File: src/rtl/mux_pkg.sv
// Shared types for the arbitrating mux family.
package mux_pkg;

  typedef enum logic [1:0] {MODE_SEL, MODE_FIXED, MODE_RR, MODE_RSVD} mux_mode_e;

endpackage

File: src/rtl/rr_pick.sv
// Circular first-set search: returns the first asserted req at or after start,
// wrapping modulo N_CH.
module rr_pick #(
  parameter int unsigned N_CH  = 4,
  parameter int unsigned SEL_W = $clog2(N_CH)
) (
  input  logic [N_CH-1:0]  req,
  input  logic [SEL_W-1:0] start,
  output logic             gnt_vld,
  output logic [SEL_W-1:0] gnt_idx
);

  localparam int unsigned SUM_W = SEL_W + 1;

  logic [SUM_W-1:0] base;
  logic [SUM_W-1:0] cand;

  always_comb begin
    gnt_vld = 1'b0;
    gnt_idx = '0;
    cand    = '0;
    base    = ({1'b0, start} < SUM_W'(N_CH)) ? {1'b0, start} : '0;
    // Walk offsets from farthest to nearest so the nearest request is the last write.
    for (int k = N_CH - 1; k >= 0; k--) begin
      cand = base + SUM_W'(k);
      if (cand >= SUM_W'(N_CH)) begin
        cand = cand - SUM_W'(N_CH);
      end
      if (req[cand[SEL_W-1:0]]) begin
        gnt_vld = 1'b1;
        gnt_idx = cand[SEL_W-1:0];
      end
    end
  end

endmodule

File: src/rtl/mux_rr_arb.sv
// N-channel arbitrating mux with select / fixed-priority / round-robin grant
// and a 1-deep registered valid/ready output stage.
module mux_rr_arb
  import mux_pkg::*;
#(
  parameter  int unsigned N_CH  = 4,
  parameter  int unsigned WIDTH = 8,
  localparam int unsigned SEL_W = $clog2(N_CH)
) (
  input  logic                  clk,
  input  logic                  rst,
  input  logic [1:0]            mode,
  input  logic [SEL_W-1:0]      sel,
  input  logic [N_CH-1:0]       in_valid,
  input  logic [N_CH*WIDTH-1:0] in_data,
  output logic [N_CH-1:0]       in_ready,
  output logic                  out_valid,
  output logic [WIDTH-1:0]      out_data,
  output logic [SEL_W-1:0]      out_ch,
  input  logic                  out_ready
);

  mux_mode_e        mode_e;
  logic             sel_vld;
  logic             pick_vld;
  logic [SEL_W-1:0] pick_idx;
  logic [SEL_W-1:0] pick_start;
  logic             grant_vld;
  logic [SEL_W-1:0] grant_idx;
  logic [WIDTH-1:0] grant_data;
  logic [SEL_W-1:0] rr_ptr;
  logic             load_en;
  logic             xfer;

  assign mode_e = mux_mode_e'(mode);

  // Out-of-range sel matches no channel, so it yields no grant.
  always_comb begin
    sel_vld = 1'b0;
    for (int i = 0; i < N_CH; i++) begin
      if (sel == SEL_W'(i)) begin
        sel_vld = in_valid[i];
      end
    end
  end

  // FIXED and reserved modes search from channel 0; RR searches from rr_ptr.
  assign pick_start = (mode_e == MODE_RR) ? rr_ptr : '0;

  rr_pick #(.N_CH(N_CH), .SEL_W(SEL_W)) u_pick (
    .req     (in_valid),
    .start   (pick_start),
    .gnt_vld (pick_vld),
    .gnt_idx (pick_idx)
  );

  always_comb begin
    grant_vld = pick_vld;
    grant_idx = pick_idx;
    if (mode_e == MODE_SEL) begin
      grant_vld = sel_vld;
      grant_idx = sel;
    end
  end

  assign load_en = !out_valid || out_ready;
  assign xfer    = !rst && load_en && grant_vld;

  always_comb begin
    in_ready   = '0;
    grant_data = '0;
    for (int i = 0; i < N_CH; i++) begin
      if (grant_idx == SEL_W'(i)) begin
        in_ready[i] = xfer;
        grant_data  = in_data[i*WIDTH +: WIDTH];
      end
    end
  end

  // Output stage: load on transfer, drain when consumed, otherwise hold.
  always_ff @(posedge clk or posedge rst) begin
    if (rst) begin
      out_valid <= 1'b0;
      out_data  <= '0;
      out_ch    <= '0;
    end else if (xfer) begin
      out_valid <= 1'b1;
      out_data  <= grant_data;
      out_ch    <= grant_idx;
    end else if (out_ready) begin
      out_valid <= 1'b0;
    end
  end

  // Round-robin pointer advances past the winner only on RR transfers.
  always_ff @(posedge clk or posedge rst) begin
    if (rst) begin
      rr_ptr <= '0;
    end else if (xfer && (mode_e == MODE_RR)) begin
      rr_ptr <= (grant_idx == SEL_W'(N_CH - 1)) ? '0 : grant_idx + SEL_W'(1);
    end
  end

endmodule

File: config.mk
export PLATFORM = sky130hd
export DESIGN_NAME = mux_rr_arb
export DESIGN_NICKNAME = d
export VERILOG_FILES = /design/src/rtl/mux_pkg.sv /design/src/rtl/rr_pick.sv /design/src/rtl/mux_rr_arb.sv
export SDC_FILE = /design/constraint.sdc
export NUM_CORES = 1
export LEC_CHECK = 0
export BUFFER_PORTS_ARGS = -buffer_cell sky130_fd_sc_hd__buf_2
export CORE_UTILIZATION = 43
export CTS_BUF_LIST = sky130_fd_sc_hd__clkbuf_16
export CTS_CLUSTER_SIZE = 10
export DETAILED_ROUTE_END_ITERATION = 16
export HOLD_SLACK_MARGIN = 0.03
export PLACE_DENSITY = 0.78
export SYNTH_ARGS = -nofsm -noshare
export SYNTH_HDL_FRONTEND = slang
export SYNTH_HIERARCHICAL = 1
export SYNTH_SLANG_ARGS = --single-unit
export TNS_END_PERCENT = 1
File: constraint.sdc
create_clock -name clk -period 4 [get_ports clk]
set_input_delay 0.8 -clock clk [delete_from_list [all_inputs] [get_ports clk]]
set_output_delay 0.8 -clock clk [all_outputs]
set_load 0.02 [all_outputs]
==> results of run 1 <==
## registers in the layout, indices dropped and copies added, names as in the netlist
signal     cells
out_data       8
rr_ptr         2
out_valid      1
out_ch         2
## stage by stage
step	utilization	total power [mW]	hold WS, ns	worst slack (ns)
finish	0.634	0.682	0.504	0.441
CTS	0.634	0.686	0.507	0.427
global route	0.634	0.722	0.521	0.216
global placement	0.598	0.491	0.485	0.502
detailed placement	0.598	0.501	0.496	0.458
floorplan	-	0.403	0.470	0.475
## power by group through the flow
stage / Clock, mW / Combinational, mW / Sequential [mW]
4_1_cts: 0.184 / 0.296 / 0.206
3_5_place_dp: 0 / 0.294 / 0.207
5_1_grt: 0.192 / 0.319 / 0.211
6_report: 0.183 / 0.293 / 0.205
3_3_place_gp: 0 / 0.287 / 0.204
2_1_floorplan: 0 / 0.152 / 0.251
## final cells by class
type / count / area share
Multi-Input combinational cell: 85 / 0.456
Sequential cell: 13 / 0.230
Timing Repair Buffer: 60 / 0.218
Clock buffer: 3 / 0.0531
Tap cell: 28 / 0.0248
Inverter: 6 / 0.0159
Clock inverter: 1 / 0.00265
## cell families after synthesis
| kind of cell | count (synthesis) | share of synthesized area |
|---|---|---|
| buf+inv | 11 | 0.0478 |
| flops | 13 | 0.319 |
| mux | 16 | 0.202 |
| fa+ha+maj | 4 | 0.0491 |
| compound gates | 26 | 0.196 |
| simple gates | 39 | 0.185 |
## cells in the mapped netlist, types with 2 or more instances
cell and number:
sky130_fd_sc_hd__ha_1 4, sky130_fd_sc_hd__a21oi_1 3, sky130_fd_sc_hd__nor2_1 14, sky130_fd_sc_hd__a221oi_1 7, sky130_fd_sc_hd__inv_1 6, sky130_fd_sc_hd__clkbuf_1 4, sky130_fd_sc_hd__mux2_2 5, sky130_fd_sc_hd__and2_1 2
sky130_fd_sc_hd__mux2i_1 3, sky130_fd_sc_hd__o21ai_0 4, sky130_fd_sc_hd__dfrtp_1 13, sky130_fd_sc_hd__and3_2 2, sky130_fd_sc_hd__nor2b_1 2, sky130_fd_sc_hd__nand2b_1 2, sky130_fd_sc_hd__mux2_4 8, sky130_fd_sc_hd__nand2_1 11
sky130_fd_sc_hd__o31ai_1 7
## critical path: stages
cell,delay [ns]
sky130_fd_sc_hd__buf_2,0.12
sky130_fd_sc_hd__nor2b_1,0.19
sky130_fd_sc_hd__and2_1,0.25
sky130_fd_sc_hd__mux2i_1,0.25
sky130_fd_sc_hd__a211oi_2,0.09
sky130_fd_sc_hd__mux2_2,0.32
sky130_fd_sc_hd__inv_1,0.10
sky130_fd_sc_hd__ha_1,0.20
sky130_fd_sc_hd__inv_1,0.14
sky130_fd_sc_hd__nor2_1,0.12
sky130_fd_sc_hd__buf_2,0.17
## final timing paths
path	to	startpoint	slack (ns)
max	in_ready[2]	mode[1]	0.44
min	out_data[1]	out_data[1]	0.50
max reg2reg	out_data[0]	rr_ptr[1]	1.20
min reg2reg	out_data[1]	out_data[1]	0.50
max in group asynchronous	out_data[6]	rst	3.29
min in group asynchronous	out_data[1]	rst	0.54
## routing by layer
layer  vias up  GRT usage  wire (um)
met2        35      0.356       1220
li1        511          -          -
met4         0     0.0741         24
met5         -          0          0
met1       462      0.276       1130
met3         2     0.0212        109
==> results.txt, run 1 <==
The flow ran to the end, and the final reports show no timing, DRC or antenna violations. Counting distinct cell types in the post-synthesis netlist gives 29. Clock-pin slew was measured on the worst setup and hold paths at 0.04 ns.

The tools report the startpoint kind of the worst setup timing path as a primary input. Via count of the first global-routing pass: 953. The logs give 0.742 nW for the static leakage power and 0.211 for the combined global-route utilization of all metal layers.

The share of the clock period used by the worst path after layout was 0.890; the remaining routing DRC violations was 0. In this run the worst hold path is classified as flop to flop. In this run, post-CTS repair resized a total of 0 instances. Counting the buffers created by CTS gives 3.

The die is 50.7 um wide. VDD sags by at most 0.314 mV. Ratio of cells with drive above 1 in the final layout: 0.488.

TritonCTS built the clock tree. The die footprint came out at 0.00257 mm^2. The tools report the data required time at the worst endpoint as 3.20 ns. Area growth from synthesis to final layout: 38.8%. The clock root buffer master was sky130_fd_sc_hd__clkbuf_16.

For the iteration-0 DRC count of the detailed router, the log shows 19. The first global-routing pass estimated 4090 um of wire. The count of nets left with antenna violations once routing finished came out at 0. The worst setup path is of the primary input to output pin kind.

The top cell types in the final layout, fill and taps aside, are sky130_fd_sc_hd__buf_2, sky130_fd_sc_hd__nor2_1, sky130_fd_sc_hd__dfrtp_1, sky130_fd_sc_hd__nand2_1, sky130_fd_sc_hd__mux2_4. The final estimated routing congestion in global placement is 0.744, and the number of placed instances with taps included is 192. For the worst flop-to-flop path, the logic depth is 10. The run gives 0.710 as the worst max-slew margin expressed relative to the limit. Net switching power of the design: 0.231 mW. The run gives 0.268 as the share of power burned in the clock network. Power spread over the standard cell area amounts to 482 mW/mm^2.

The clock passes through at most 2 buffers. After synthesis the cells add up to 0.00102 mm^2. The run gives 0.457 as the initial core utilization. The top cell type by total area after synthesis was sky130_fd_sc_hd__dfrtp_1. The number of setup buffers added after CTS is 0. The number of buffers inserted by port buffering was 57. Before antenna repair, the detailed router went through 4 iterations.

The number of non-filler instances in the completed layout was 196. The library cell used most frequently in the layout, excluding fill and tap cells, is sky130_fd_sc_hd__buf_2. For the clock skew after layout, the log shows 0.00156 ns. The number of clock sinks is 13.

The total of flip-flops plus latches after synthesis is 13, and the hold-fix buffer count after cts is 0. Overall die height: 50.7 um. The tools report the type of destination of the critical path as an output pin.

The mean post-synth cell area works out to 9.36 um^2. The total overflow left after global routing is 0. The sequential cells in the finished layout cover a total of 325 um^2. Initial antenna violation count: 0. The warning count from the yosys run was 6; the top-area cell type share of the netlist area was 0.319. The run gives 0 as the final antenna diode count. The net count of the mapped netlist was 156. The run gives 0 as the hold violation total from the final report.

Setup total negative slack on the finished layout was measured at 0 ns. The routed via count divided by cell count is 5.15, and the total of endpoints with negative setup slack in the final report is 0. The tools report the overall via count from detail_route as 1010.

The proportion of synthesized chip area in sequential cells was 0.319; the switching part of the total power was 0.339. The wire-length estimate of the detail-placed layout is 1990 um. Setup repair after global routing left no endpoint under its margin.

The post-placement cell area was 0.00134 mm^2; the area of all placed cells without fillers was 0.00142 mm^2. In the final design database the tool counted 216 nets. After detailed routing, the total wire length is 2490 um. For the clock latency reported for the late side of the worst-skew pair, the log shows 0.24 ns. The largest net degree at the start of global routing was 18; the part of the power in combinational logic was 0.430. The minimum clock period came out at 3.56 ns.

For the number of placement rows, the log shows 17. The maximum fanout count along the critical path was 8; the worst hold path cell count was 1. The H-tree level count came out at 1.

Synthesis produced 109 cells. The total area of multi-input combinational cells is 646 um^2. The share of flip-flops with an asynchronous set or reset was 1.00; the final max-slew violation count was 0.

The internal power was 0.451 mW; the final-layout fill cell count was 211. The number of placed I/O pins is 58. The average wire per standard cell was 12.7 um; the area of the placeable core was 0.00223 mm^2.

The number of max-cap violations came out at 0. For the sequential share of power, the log shows 0.301. Static timing analysis puts the maximum clock frequency at 281 MHz.

At the pin with the least slew margin, the transition time is 0.434 ns. Leading register cell type out of synthesis: sky130_fd_sc_hd__dfrtp_1. Yosys attributes the largest share of cell area to sky130_fd_sc_hd__dfrtp_1, sky130_fd_sc_hd__mux2_4, sky130_fd_sc_hd__a221oi_1, sky130_fd_sc_hd__mux2_2, sky130_fd_sc_hd__nor2_1.

Yosys mapped a number of flops with a built-in enable equal to 0. The data arrival time of the worst path came out at 2.76 ns.
(Power assumes the default switching activity.)
==> run 2, diff against run 1 <==
--- a/config.mk
+++ b/config.mk
@@ -6,6 +6,7 @@
 export NUM_CORES = 1
 export LEC_CHECK = 0
 export BUFFER_PORTS_ARGS = -buffer_cell sky130_fd_sc_hd__buf_2
+export CORE_ASPECT_RATIO = 0.7
 export CORE_UTILIZATION = 43
 export CTS_BUF_LIST = sky130_fd_sc_hd__clkbuf_16
 export CTS_CLUSTER_SIZE = 10
==> run 2 against run 1 <==
Against the previous run: first-iteration DRC count grew to 3.1 times the previous value; die area increased by 0.14%; register-to-register slack got worse by 0.05 ns; worst hold slack got worse by 0.0040 ns; non-clock buffer count decreased by 1; clock skew is 0.0014 ns higher; flip-flop and latch count did not move; worst setup slack worse by 0.22 ns; via count grew 0.89%; critical path type unchanged; highest routed layer unchanged; clock-buffer cell count unchanged; power fell by 0.54%.
==> results.txt, run 2 (same netlist as run 1, synthesis figures left out) <==
The number of clock sinks is 13 (unchanged). The cell that appears most often on the critical path is sky130_fd_sc_hd__buf_2. Number of placed instances with taps included: 195 (was 192).

The worst hold path cell count works out to 1 (unchanged). The clock skew after layout came out at 0.00294 ns (was 0.00156 ns). The maximum fanout count along the critical path is 11 (was 8), and the path length in cells of the critical path is 12 (was 11). The run gives 1 (unchanged) as the H-tree level count. Total of endpoints with negative setup slack in the final report: 0 (unchanged). The tools report the smallest hold slack as 0.500 ns (was 0.504 ns). The worst stage delay on the critical path is 0.39 ns (was 0.32 ns), and the clock latency reported for the late side of the worst-skew pair is 0.24 ns (about the same). The routed via count divided by cell count was 5.12 (was 5.15); the first-pass GRT wire length was 4400 um (was 4090 um). The global-route met1 utilization is 0.280 (was 0.276). The flip-flop count of the largest register after layout was 8 (unchanged). The tools report the largest net degree at the start of global routing as 18 (unchanged). The global routing met2 resource utilization is 0.385 (was 0.356).

The run gives 0.692 (was 0.710) as the worst max-slew margin expressed relative to the limit. The total power density per cell area was 479 mW/mm^2 (was 482 mW/mm^2). The number of non-filler instances in the completed layout is 199 (was 196), and the via count of the first global-routing pass is 1004 (was 953). The slew at the pin closest to its max-slew limit is 0.461 ns (was 0.434 ns).

For the total wire length after detailed routing, the log shows 2630 um (was 2490 um). The iteration-0 DRC count of the detailed router came out at 59 (was 19). The ratio of cells with drive above 1 in the final layout works out to 0.491 (was 0.488). The number of buffers inserted by port buffering came out at 57 (unchanged).

The remaining antenna violation count after routing came out at 0 (unchanged). The area of the placeable core was 0.00219 mm^2 (was 0.00223 mm^2); the static leakage power was 0.735 nW (was 0.742 nW). The combined global-route utilization of all metal layers was 0.230 (was 0.211); the overall via count from detail_route was 1019 (was 1010). The die footprint was 0.00257 mm^2 (about the same); the data required time at the worst endpoint was 3.20 ns (about the same).

The final estimated routing congestion in global placement came out at 0.971 (was 0.744). The tools report the worst supply voltage drop on vdd as 0.316 mV (was 0.314 mV). Startpoint of the tightest hold check path: out_data[2] (was out_data[1]).

The data arrival time of the worst path is 2.98 ns (was 2.76 ns). The combined buffer and inverter count along the critical path was 3 (was 4). Crit path cell chain: buf_2 > nor2b_1 > and2_1 > nor3b_1 > a211oi_1 > nor2_1 > o21ai_0 > nand2_1 > inv_1 > ha_1 > and3_2 > buf_2 (was buf_2 > nor2b_1 > and2_1 > mux2i_1 > a211oi_2 > mux2_2 > inv_1 > ha_1 > inv_1 > nor2_1 > buf_2). The class of the tightest hold or removal check was flop to flop (unchanged). The overall die height came out at 42.7 um (was 50.7 um).

The slowest stage cell on the critical path is sky130_fd_sc_hd__ha_1 (was sky130_fd_sc_hd__mux2_2). The initial antenna violation count came out at 0 (unchanged). The clock root buffer master is sky130_fd_sc_hd__clkbuf_16 (unchanged).

The final global-route overflow total is 0 (unchanged), and the final antenna diode count is 0 (unchanged). The terminating pin of the worst hold path was out_data[2] (was out_data[1]). The final-layout fill cell count came out at 188 (was 211).

Aggregate negative setup slack: 0 ns (unchanged). The tools report the startpoint kind of the worst setup timing path as a primary input (unchanged). For the initial core utilization, the log shows 0.466 (was 0.457). The remaining routing DRC violations is 0 (unchanged).

Commonest cells after routing, fill and taps aside: sky130_fd_sc_hd__buf_2, sky130_fd_sc_hd__nor2_1, sky130_fd_sc_hd__dfrtp_1, sky130_fd_sc_hd__nand2_1, sky130_fd_sc_hd__mux2_4 (unchanged). The area growth from synthesis to final layout works out to 38.8% (unchanged). The met3 capacity usage during global routing is 0.0701 (was 0.0212). The number of placement rows was 14 (was 17). The register ranked first by flip-flop count is out_data (unchanged). TritonCTS built the clock tree. Global-route layer with the greatest usage: met2 (unchanged). The number of cells traversed by the worst register-to-register path is 12 (was 10), and the number of buffers inserted during clock tree synthesis is 3 (unchanged). The run gives 4 (unchanged) as the length of the first detailed-routing pass in iterations. The average wire per standard cell is 13.2 um (was 12.7 um), and the maximum number of buffers from clock root to sink is 2 (unchanged). Leading registers by flop count: out_data (8), out_ch (2), rr_ptr (2) (unchanged).

Die boundary width: 60.2 um (was 50.7 um). Type of destination of the critical path: an output pin (unchanged). The run finished with clean final reports. The hold violation total from the final report is 0 (unchanged). Setup repair after global routing left no endpoint under its margin. The run gives 0 (unchanged) as the number of max-cap violations.

Cell family with the largest share of critical-path delay: simple AND/OR/NAND/NOR gates (was multiplexers). The most common library cell in the layout ignoring fill and taps is sky130_fd_sc_hd__buf_2 (unchanged). The total number of nets in the final design is 215 (was 216), and the register-to-register setup slack is 1.15 ns (was 1.20 ns).

The tools report the number of placed I/O pins as 58 (unchanged). The clock slew at the register clock pins of the worst setup and hold paths came out at 0.04 ns (about the same). Capture point of the worst reg-to-reg path: out_data[0] (unchanged).

The final max-slew violation count is 0 (unchanged), and the minimum clock period is 3.78 ns (was 3.56 ns). The type of the worst setup path was primary input to output pin (unchanged). Share of the clock period used by the worst path after layout: 0.944 (was 0.890). The tools report the reg-to-reg startpoint as rr_ptr[0] (was rr_ptr[1]). The sum of net half-perimeters after detailed placement was 2160 um (was 1990 um); the fmax was 265 MHz (was 281 MHz).
-- run 2: layer usage --
| metal | vias to the layer above | routed length [um] |
|---|---|---|
| met5 | - | 0 |
| met4 | 0 | 25 |
| met3 | 4 | 172 |
| met2 | 38 | 1370 |
| met1 | 466 | 1070 |
| li1 | 511 | - |
-- run 2: worst register-to-register path, stage by stage (launching register included) --
cell                       delay, ns
sky130_fd_sc_hd__dfrtp_1        0.37
sky130_fd_sc_hd__and2_1         0.18
sky130_fd_sc_hd__nor3b_1        0.15
sky130_fd_sc_hd__a211oi_1       0.27
sky130_fd_sc_hd__nor2_1         0.08
sky130_fd_sc_hd__o21ai_0        0.09
sky130_fd_sc_hd__nand2_1        0.15
sky130_fd_sc_hd__inv_1          0.12
sky130_fd_sc_hd__ha_1           0.39
sky130_fd_sc_hd__nor2b_1        0.21
sky130_fd_sc_hd__a221oi_1       0.33
sky130_fd_sc_hd__o31ai_1        0.13
sky130_fd_sc_hd__mux2_4         0.27
-- run 2: worst max-delay path by stage --
stage             from     endpoint  slack, ns
6_report       mode[1]  in_ready[1]       0.22
5_1_grt        mode[1]  in_ready[1]       0.02
4_1_cts        mode[1]  in_ready[2]       0.23
3_5_place_dp   mode[1]  in_ready[2]       0.23
3_3_place_gp   mode[1]  in_ready[2]       0.36
2_1_floorplan  mode[1]  in_ready[2]       0.48
-- run 2: what timing repair did --
action                     CTS  global route
setup endpoints to repair    0             1
gates resized for setup      0             1
buffers inserted             0             0
hold buffers                 0             0
-- run 2: per-stage QoR --
stage,power (mW),worst slack (ns),util,instance area [um^2]
2_1_floorplan,0.403,0.475,-,1020
5_1_grt,0.727,0.0217,0.646,1420
3_3_place_gp,0.488,0.363,0.609,1330
4_1_cts,0.683,0.234,0.645,1410
6_report,0.678,0.224,0.646,1420
3_5_place_dp,0.497,0.233,0.609,1330
-- run 2: where the power goes --
| group | switching, mW | internal [mW] |
|---|---|---|
| Sequential | 0.0233 | 0.179 |
| Combinational | 0.154 | 0.139 |
| Clock | 0.0510 | 0.131 |
| Total | 0.228 | 0.450 |
-- run 2: final cells by class --
class	count	area (um^2)	share of cell area
repair buffers	59	300	0.212
clock buffers	3	75.1	0.0531
clock inverters	1	3.75	0.00265
well taps	32	40.0	0.0283
multi-input cells	85	648	0.458
inverters	6	22.5	0.0159
flip-flops and latches	13	325	0.230
